`config.mk`:
```
export PLATFORM = sky130hd
export DESIGN_NAME = mem_read_arbi
export DESIGN_NICKNAME = d
export VERILOG_FILES = /design/src/rtl/mem_burst_pkg.sv /design/src/rtl/rr_arb3.sv /design/src/rtl/mem_read_arbi.sv
export SDC_FILE = /design/constraint.sdc
export NUM_CORES = 1
export LEC_CHECK = 0
export BUFFER_PORTS_ARGS = -buffer_cell sky130_fd_sc_hd__buf_2
export CAP_MARGIN = 20
export CORE_AREA = 3 3 156 158
export CTS_CLUSTER_SIZE = 24
export DETAILED_ROUTE_END_ITERATION = 7
export DIE_AREA = 0 0 159 161
export PLACE_DENSITY_LB_ADDON = 0.3
export SYNTH_ARGS = -nofsm -noshare
export SYNTH_HDL_FRONTEND = slang
export SYNTH_SLANG_ARGS = --single-unit
```
`constraint.sdc`:
```
create_clock -name mem_clk -period 6.69 [get_ports mem_clk]
set_input_delay 1.338 -clock mem_clk [delete_from_list [all_inputs] [get_ports mem_clk]]
set_output_delay 1.338 -clock mem_clk [all_outputs]
set_load 0.02 [all_outputs]
```
`src/rtl/mem_burst_pkg.sv`:
```
// Shared burst-port constants for the memory read/write arbiters.
// State encodings are common to mem_read_arbi and mem_write_arbi.
package mem_burst_pkg;

  localparam int DEF_MEM_DATA_BITS = 64;
  localparam int DEF_ADDR_BITS     = 24;
  localparam int DEF_LEN_BITS      = 10;

  localparam logic [1:0] ST_IDLE = 2'd0;
  localparam logic [1:0] ST_BUSY = 2'd1;
  localparam logic [1:0] ST_GAP  = 2'd2;

  // Last-grant pointer after reset, so ch0 wins first.
  localparam logic [1:0] LAST_RST = 2'd2;

endpackage

```
`src/rtl/rr_arb3.sv`:
```
// Three-way combinational round-robin pick.
// Searches from the channel after last, wrapping 0,1,2.
module rr_arb3 (
  input  logic [2:0] req,
  input  logic [1:0] last,
  output logic [1:0] gnt,
  output logic       any
);

  always_comb begin
    gnt = 2'd0;
    unique case (last)
      2'd0: gnt = req[1] ? 2'd1 :
                  req[2] ? 2'd2 : 2'd0;
      2'd1: gnt = req[2] ? 2'd2 :
                  req[0] ? 2'd0 : 2'd1;
      default: gnt = req[0] ? 2'd0 :
                     req[1] ? 2'd1 : 2'd2;
    endcase
  end

  assign any = |req;

endmodule

```
`src/rtl/mem_read_arbi.sv`:
```
// Round-robin arbiter of three burst readers onto one
// mem_burst_v2 read port; whole bursts, routed returns.
module mem_read_arbi
  import mem_burst_pkg::*;
#(
  parameter int MEM_DATA_BITS = DEF_MEM_DATA_BITS,
  parameter int ADDR_BITS     = DEF_ADDR_BITS,
  parameter int LEN_BITS      = DEF_LEN_BITS
) (
  input  logic                     mem_clk,
  input  logic                     rst,
  input  logic                     ch0_rd_burst_req,
  input  logic [LEN_BITS-1:0]      ch0_rd_burst_len,
  input  logic [ADDR_BITS-1:0]     ch0_rd_burst_addr,
  output logic                     ch0_rd_burst_data_valid,
  output logic [MEM_DATA_BITS-1:0] ch0_rd_burst_data,
  output logic                     ch0_rd_burst_finish,
  input  logic                     ch1_rd_burst_req,
  input  logic [LEN_BITS-1:0]      ch1_rd_burst_len,
  input  logic [ADDR_BITS-1:0]     ch1_rd_burst_addr,
  output logic                     ch1_rd_burst_data_valid,
  output logic [MEM_DATA_BITS-1:0] ch1_rd_burst_data,
  output logic                     ch1_rd_burst_finish,
  input  logic                     ch2_rd_burst_req,
  input  logic [LEN_BITS-1:0]      ch2_rd_burst_len,
  input  logic [ADDR_BITS-1:0]     ch2_rd_burst_addr,
  output logic                     ch2_rd_burst_data_valid,
  output logic [MEM_DATA_BITS-1:0] ch2_rd_burst_data,
  output logic                     ch2_rd_burst_finish,
  output logic                     rd_burst_req,
  output logic [LEN_BITS-1:0]      rd_burst_len,
  output logic [ADDR_BITS-1:0]     rd_burst_addr,
  input  logic                     rd_burst_data_valid,
  input  logic [MEM_DATA_BITS-1:0] rd_burst_data,
  input  logic                     rd_burst_finish,
  output logic [1:0]               grant_ch,
  output logic                     busy
);

  logic [1:0]           state;
  logic [1:0]           last;
  logic [1:0]           grant_q;
  logic [LEN_BITS-1:0]  len_q;
  logic [ADDR_BITS-1:0] addr_q;

  logic [2:0]           req;
  logic [1:0]           pick;
  logic                 any;
  logic [LEN_BITS-1:0]  len_sel;
  logic [ADDR_BITS-1:0] addr_sel;
  logic [2:0]           sel;

  assign req = {ch2_rd_burst_req,
                ch1_rd_burst_req,
                ch0_rd_burst_req};

  rr_arb3 u_arb (
    .req  (req),
    .last (last),
    .gnt  (pick),
    .any  (any)
  );

  always_comb begin
    len_sel  = ch0_rd_burst_len;
    addr_sel = ch0_rd_burst_addr;
    unique case (pick)
      2'd1: begin
        len_sel  = ch1_rd_burst_len;
        addr_sel = ch1_rd_burst_addr;
      end
      2'd2: begin
        len_sel  = ch2_rd_burst_len;
        addr_sel = ch2_rd_burst_addr;
      end
      default: ;
    endcase
  end

  always_ff @(posedge mem_clk) begin
    if (rst) begin
      state   <= ST_IDLE;
      last    <= LAST_RST;
      grant_q <= 2'd0;
      len_q   <= '0;
      addr_q  <= '0;
    end else begin
      unique case (state)
        ST_IDLE: begin
          if (any) begin
            grant_q <= pick;
            last    <= pick;
            len_q   <= len_sel;
            addr_q  <= addr_sel;
            state   <= ST_BUSY;
          end
        end
        // The burst cannot be aborted; only finish ends it.
        ST_BUSY: begin
          if (rd_burst_finish)
            state <= ST_GAP;
        end
        ST_GAP:  state <= ST_IDLE;
        default: state <= ST_IDLE;
      endcase
    end
  end

  assign busy          = (state == ST_BUSY);
  assign rd_burst_req  = busy;
  assign rd_burst_len  = len_q;
  assign rd_burst_addr = addr_q;
  assign grant_ch      = grant_q;

  assign sel = busy ? (3'b001 << grant_q) : 3'b000;

  assign ch0_rd_burst_data_valid = sel[0] & rd_burst_data_valid;
  assign ch1_rd_burst_data_valid = sel[1] & rd_burst_data_valid;
  assign ch2_rd_burst_data_valid = sel[2] & rd_burst_data_valid;

  assign ch0_rd_burst_finish = sel[0] & rd_burst_finish;
  assign ch1_rd_burst_finish = sel[1] & rd_burst_finish;
  assign ch2_rd_burst_finish = sel[2] & rd_burst_finish;

  assign ch0_rd_burst_data = rd_burst_data;
  assign ch1_rd_burst_data = rd_burst_data;
  assign ch2_rd_burst_data = rd_burst_data;

endmodule

```
== Word-level counts from Yosys, hierarchy flattened ==
Index checks and enable logic that the tools add are counted.

* Equal/unequal tests: 6
* Shift operators: 1
* Mux-type cells: 13
* Bitwise gates (word level): 6
* Reductions and logical operators: 5

{| class="wikitable"
|+ Operators with widths
! kind !! number
|-
| 24-bit one-hot mux with 2 select lines || 1
|-
| 10-bit one-hot mux with 2 select lines || 1
|-
| 2-bit two-way mux || 7
|-
| 2-bit one-hot mux with 2 select lines || 2
|-
| 1-bit AND || 6
|-
| 2-bit by 1-bit == test with 1-bit output, second input constant || 3
|-
| 2-bit zero test || 2
|-
| 2-bit inequality test, second input constant || 2
|-
| 2-bit AND reduction || 2
|-
| 3-bit two-way mux || 1
|-
| 3-bit OR reduction || 1
|-
| 1-bit by 2-bit << shifter with 3-bit output, first input constant || 1
|-
| 2-bit == test, second input constant || 1
|-
| 1-bit two-way mux || 1
|}

* Bits in registers: 40
* Input port bits: 173
* Logic and storage cells: 36

== Longest topological paths before layout ==
* Depth in word-level cells: 5
* Gate-level depth with buffers: 10
* Gate-level depth less buffers: 8

== Cells and area by module ==
From an unflattened synthesis, not the netlist that was laid out.

* Cell total of the unflattened synthesis: 397
* Area total of the unflattened synthesis: 3602.2 um2

{| class="wikitable"
|+ Modules (own cells, without submodules)
! module !! instances !! cells an instance !! area each (um2)
|-
| mem_read_arbi || 1 || 388 || 3544.6
|-
| rr_arb3 || 1 || 9 || 57.6
|}

== Worst setup path after synthesis ==
OpenSTA, ideal clock, no wires.

* Path type: input to register
* Start: input ch0_rd_burst_req
* End: register len_q[6] (netlist: rd_burst_len[6])
* Arrival: 2.981 ns
* Data required time: 6.573 ns
* Path slack: 3.592 ns
* Cell stages on the path: 9
* Path buffers: 2
* Cell sequence: or3b_1 > a21oi_1 > a31oi_1 > ha_1 > buf_2 > buf_1 > nand2_1 > o21ai_0 > a22o_2

* Word-level cells in the longest chain between the ends: 5

{| class="wikitable"
|+ RTL lines
! what !! line !! source
|-
| start: declaration || mem_read_arbi.sv:12 || <nowiki>input logic ch0_rd_burst_req,</nowiki>
|-
| 1-bit two-way mux || rr_arb3.sv:16 || <nowiki>req[0] ? 2'd0 : 2'd1;</nowiki>
|-
| 2-bit two-way mux || rr_arb3.sv:15 || <nowiki>2'd1: gnt = req[2] ? 2'd2 :</nowiki>
|-
| 2-bit one-hot mux with 2 select lines || rr_arb3.sv:12 || <nowiki>unique case (last)</nowiki>
|-
| 2-bit == test or 2-bit by 1-bit == test with 1-bit output (tied branches) || mem_read_arbi.sv:67 || <nowiki>unique case (pick)</nowiki>
|-
| 10-bit one-hot mux with 2 select lines || mem_read_arbi.sv:67 ||
|-
| end signal: assignment || mem_read_arbi.sv:93 || <nowiki>len_q <= len_sel;</nowiki>
|-
| end: declaration || mem_read_arbi.sv:43 || <nowiki>logic [LEN_BITS-1:0] len_q;</nowiki>
|}

Several ways; a longest one is shown, not always the timed one.
A chain may end at the register's enable or synchronous reset.

== Worst setup path in the final report ==
* Start: input ch0_rd_burst_req
* End: register len_q[3] (netlist: rd_burst_len[3])

Same word-level chain as after synthesis.

==> impl_results.md <==
* Number of buffers inserted during clock tree synthesis at 5
* Period utilization at 0.4803
* Synthesized instance count at 430
* Maximum operating frequency at 0.3112 GHz
* Antenna-violating nets left at 0
* Register-to-Register Setup Slack at 4170 ps
* Initial antenna violation count at 0
* Type of element capturing the critical path: register
* Post-synth cell types at 29
* Net Sw Frac at 0.3492
* Via density per instance at 3.580
* CP max FO at 68
* Die outline height at 161 um
* Kind of critical path: input port to register
* Number of DRC violations after detailed routing at 0
* Max Root-Sink Buffers at 2
* P&R area growth vs syn at -6.980%
* Final Hold Fails at 0
* Clock Tree Root: clkbuf_16
* Total Power at 0.0008024 W
* Combinational share of power at 0.325
* Number of max-slew violations in the final report at 0
* Largest stage delay, worst path at 450 ps
* Hold path start: rd_burst_addr[5]
* Outcome: completed
* Number of levels the H-tree was split into at 2
* NumNets Final at 550
* RSZ-0062 raised after global routing: false
* Setup fix buffers added after clock tree synthesis at 0
* CP Data Required Time at 6870 ps
* Share of cells above drive strength 1 at 0.5133
* Critical Path Source Type: input port
* CTS sink count at 39
* Hpwl dp at 9.890 mm
* Number of rows created at floorplan at 56
* Average detailed-routed wire length per instance at 17.48 um
* Port Buffers at 152
* Worst vdd ir at 0.0001176 V
* Register clock-pin slew on the reported worst setup and hold paths at 60 ps
* Int Power at 0.0005222 W
* Number of nets in the synthesized netlist at 605
* Number of setup violations in the final report at 0
* Sequential cell fraction of total power at 0.349
* Launch instance of the worst register-to-register path: last[0]
* Power share of the clock group at 0.326
* Synth Cell Area at 3513 um^2
* Number of maximum-capacitance violations at 0
* Total Die Area at 25,600 um^2
* Slowest-stage cell, CP: buf_4
* Hold Path Depth at 1
* Number of global-route vias before repair at 2,422
* Overall Global Routing Usage at 0.08820
* Critical path cell sequence: buf_2 > or3b_1 > a21oi_1 > a31oi_1 > ha_2 > buf_4 > o21ai_0 > a22o_2
* Hold_buf cts at 0
* Drt first-iter violations at 138
* Cell leakage power at 1.512 nW
* Count of instances resized after the clock tree is built at 0
* Cell count of the worst reg-to-reg path at 7
* Drt pass-1 iters at 4
* Clock skew after layout at 2.416 ps
* Total congestion overflow after global routing at 0
* Sum of routed wire length over all layers at 12.15 mm
* Antenna cell count at 0
* Global-route wire length before repair at 17.17 mm
* Sequential element share of the synthesized area at 0.2222
* Yosys reg bits at 39
* Total negative slack for setup checks at 0 ps
* Effective utilization at floorplan at 0.1510
* Reported net switching power at 0.0002802 W
* Die Wd at 159 um
* Power density normalized to cell area at 245.5 nW/um^2
* Number of warnings reported in the yosys synthesis log at 0
* Clock network latency to the later pin of the worst-skew pair at 280 ps
* Terminating pin of the worst hold path: rd_burst_addr[5]
* CTS tree: done
* I/O pin count at 409
* Actual transition at the worst max-transition pin at 914.7 ps
* Syn_area_per_cell at 8.171 um^2
* Endpoint of the worst-slack reg-to-reg timing path: rd_burst_len[3]
* Time the final worst path needs with I/O delays and setup at 3213 ps
* Critical path data arrival time at 3390 ps
* GPL Wtd Cong at 0.6978
* Pin count of the biggest net entering global routing at 69
* Max-slew headroom at 0.3888
* Kind of path behind the tightest hold check: register to register
* Core box area at 23,260 um^2
* Total vias in the final route at 2,488
* Worst Hold Slack at 474.7 ps
-- power groups by stage --
| stage | Clock, W | Combinational, W | Sequential [W] |
|---|---|---|---|
| after floorplan | 0 | 0.000309 | 0.000315 |
| after global placement | 0 | 0.000266 | 0.000285 |
| after detailed placement | 0 | 0.000263 | 0.000285 |
| after CTS | 0.000274 | 0.000265 | 0.000280 |
| after global routing | 0.000284 | 0.000292 | 0.000283 |
| final | 0.000262 | 0.000261 | 0.000280 |
-- state kept, by name (all words and copies together), names as in the netlist --
signal / count
grant_ch: 1
last: 2
rd_burst_addr: 24
rd_burst_len: 10
state: 2
-- area by class of cell --
cell class | count | area [um^2]
fillers | 2706 | 19990
multi-input cells | 172 | 1141
flip-flops and latches | 39 | 780.7
repair buffers | 154 | 775.7
well taps | 319 | 399.1
clock buffers | 7 | 152.6
inverters | 3 | 11.26
clock inverters | 1 | 7.507
-- worst max path at each step --
stage / endpoint / depth (start not counted) / slack [ps] / from
2_1_floorplan: rd_burst_len[6] / 9 / 3590 / ch0_rd_burst_req
3_3_place_gp: rd_burst_addr[11] / 8 / 3180 / ch0_rd_burst_req
3_5_place_dp: rd_burst_len[3] / 8 / 3210 / ch0_rd_burst_req
4_1_cts: rd_burst_len[3] / 8 / 3490 / ch0_rd_burst_req
5_1_grt: rd_burst_len[3] / 8 / 3320 / ch0_rd_burst_req
6_report: rd_burst_len[3] / 8 / 3480 / ch0_rd_burst_req
-- placed cells by master, fill, tap and decap left out, types with 3 or more instances in the layout --
cell / count
buf_2: 152
nor2_1: 8
a22o_1: 11
nand2_1: 37
a22oi_1: 34
o21ai_0: 34
nor2b_1: 4
clkbuf_16: 5
dfxtp_1: 39
and3_1: 4
inv_1: 3
a22o_2: 24
-- worst max-delay path, delay by kind of cell --
family,cells,cell delay [ps]
simple gates,1,360
buf+inv,2,570
compound gates,4,720
fa+ha+maj,1,340
-- synthesized netlist by cell type --
cell type | number | area share
a211oi_2 | 1 | 0.0036
a21oi_1 | 2 | 0.0028
a22o_1 | 11 | 0.027
a22o_2 | 24 | 0.068
a22oi_1 | 34 | 0.073
a31oi_1 | 1 | 0.0018
and3_1 | 4 | 0.0071
buf_1 | 1 | 0.0011
buf_2 | 8 | 0.011
buf_4 | 194 | 0.41
buf_8 | 3 | 0.013
clkbuf_1 | 10 | 0.011
dfxtp_1 | 39 | 0.22
ha_1 | 2 | 0.0071
inv_1 | 3 | 0.0032
nand2_1 | 37 | 0.040
nand2b_1 | 1 | 0.0018
nor2_1 | 8 | 0.0085
nor2_4 | 1 | 0.0032
nor2_8 | 1 | 0.0057
nor2b_1 | 4 | 0.0071
nor3_1 | 1 | 0.0014
nor3_2 | 1 | 0.0028
nor3_4 | 1 | 0.0046
o21ai_0 | 34 | 0.048
o21bai_1 | 1 | 0.0021
or2b_1 | 1 | 0.0021
or3_4 | 1 | 0.0032
or3b_1 | 1 | 0.0025
-- per-stage QoR --
| stage | util | std cells | instance area (um^2) | setup WS (ps) |
|---|---|---|---|---|
| floorplan | - | 430 | 3513 | 3592 |
| global placement | 0.1336 | 687 | 3108 | 3180 |
| detailed placement | 0.1336 | 687 | 3108 | 3208 |
| CTS | 0.1405 | 695 | 3268 | 3488 |
| global route | 0.1405 | 695 | 3268 | 3318 |
| finish | 0.1405 | 695 | 3268 | 3477 |
-- kinds of logic (layout without fill, tap and decap cells) --
kind of cell             count (synthesis)  in the layout  share of synthesized area
adder cells (fa/ha/maj)                  2              2                   0.007121
buffers and inverters                  219            165                     0.4537
AND/OR/NAND/NOR                         62             62                    0.08974
flip-flops                              39             39                     0.2222
AO/OA/AOI/OAI                          108            108                     0.2272
-- layer usage --
metal / part of all wire / GRT usage / wire length [um]
met5: 0 / 0 / 0
met4: 0.020 / 0.02666 / 239
met3: 0.18 / 0.06976 / 2234
met2: 0.48 / 0.1468 / 5803
met1: 0.32 / 0.08398 / 3875
Note: power is estimated with default switching activity, not from simulation.
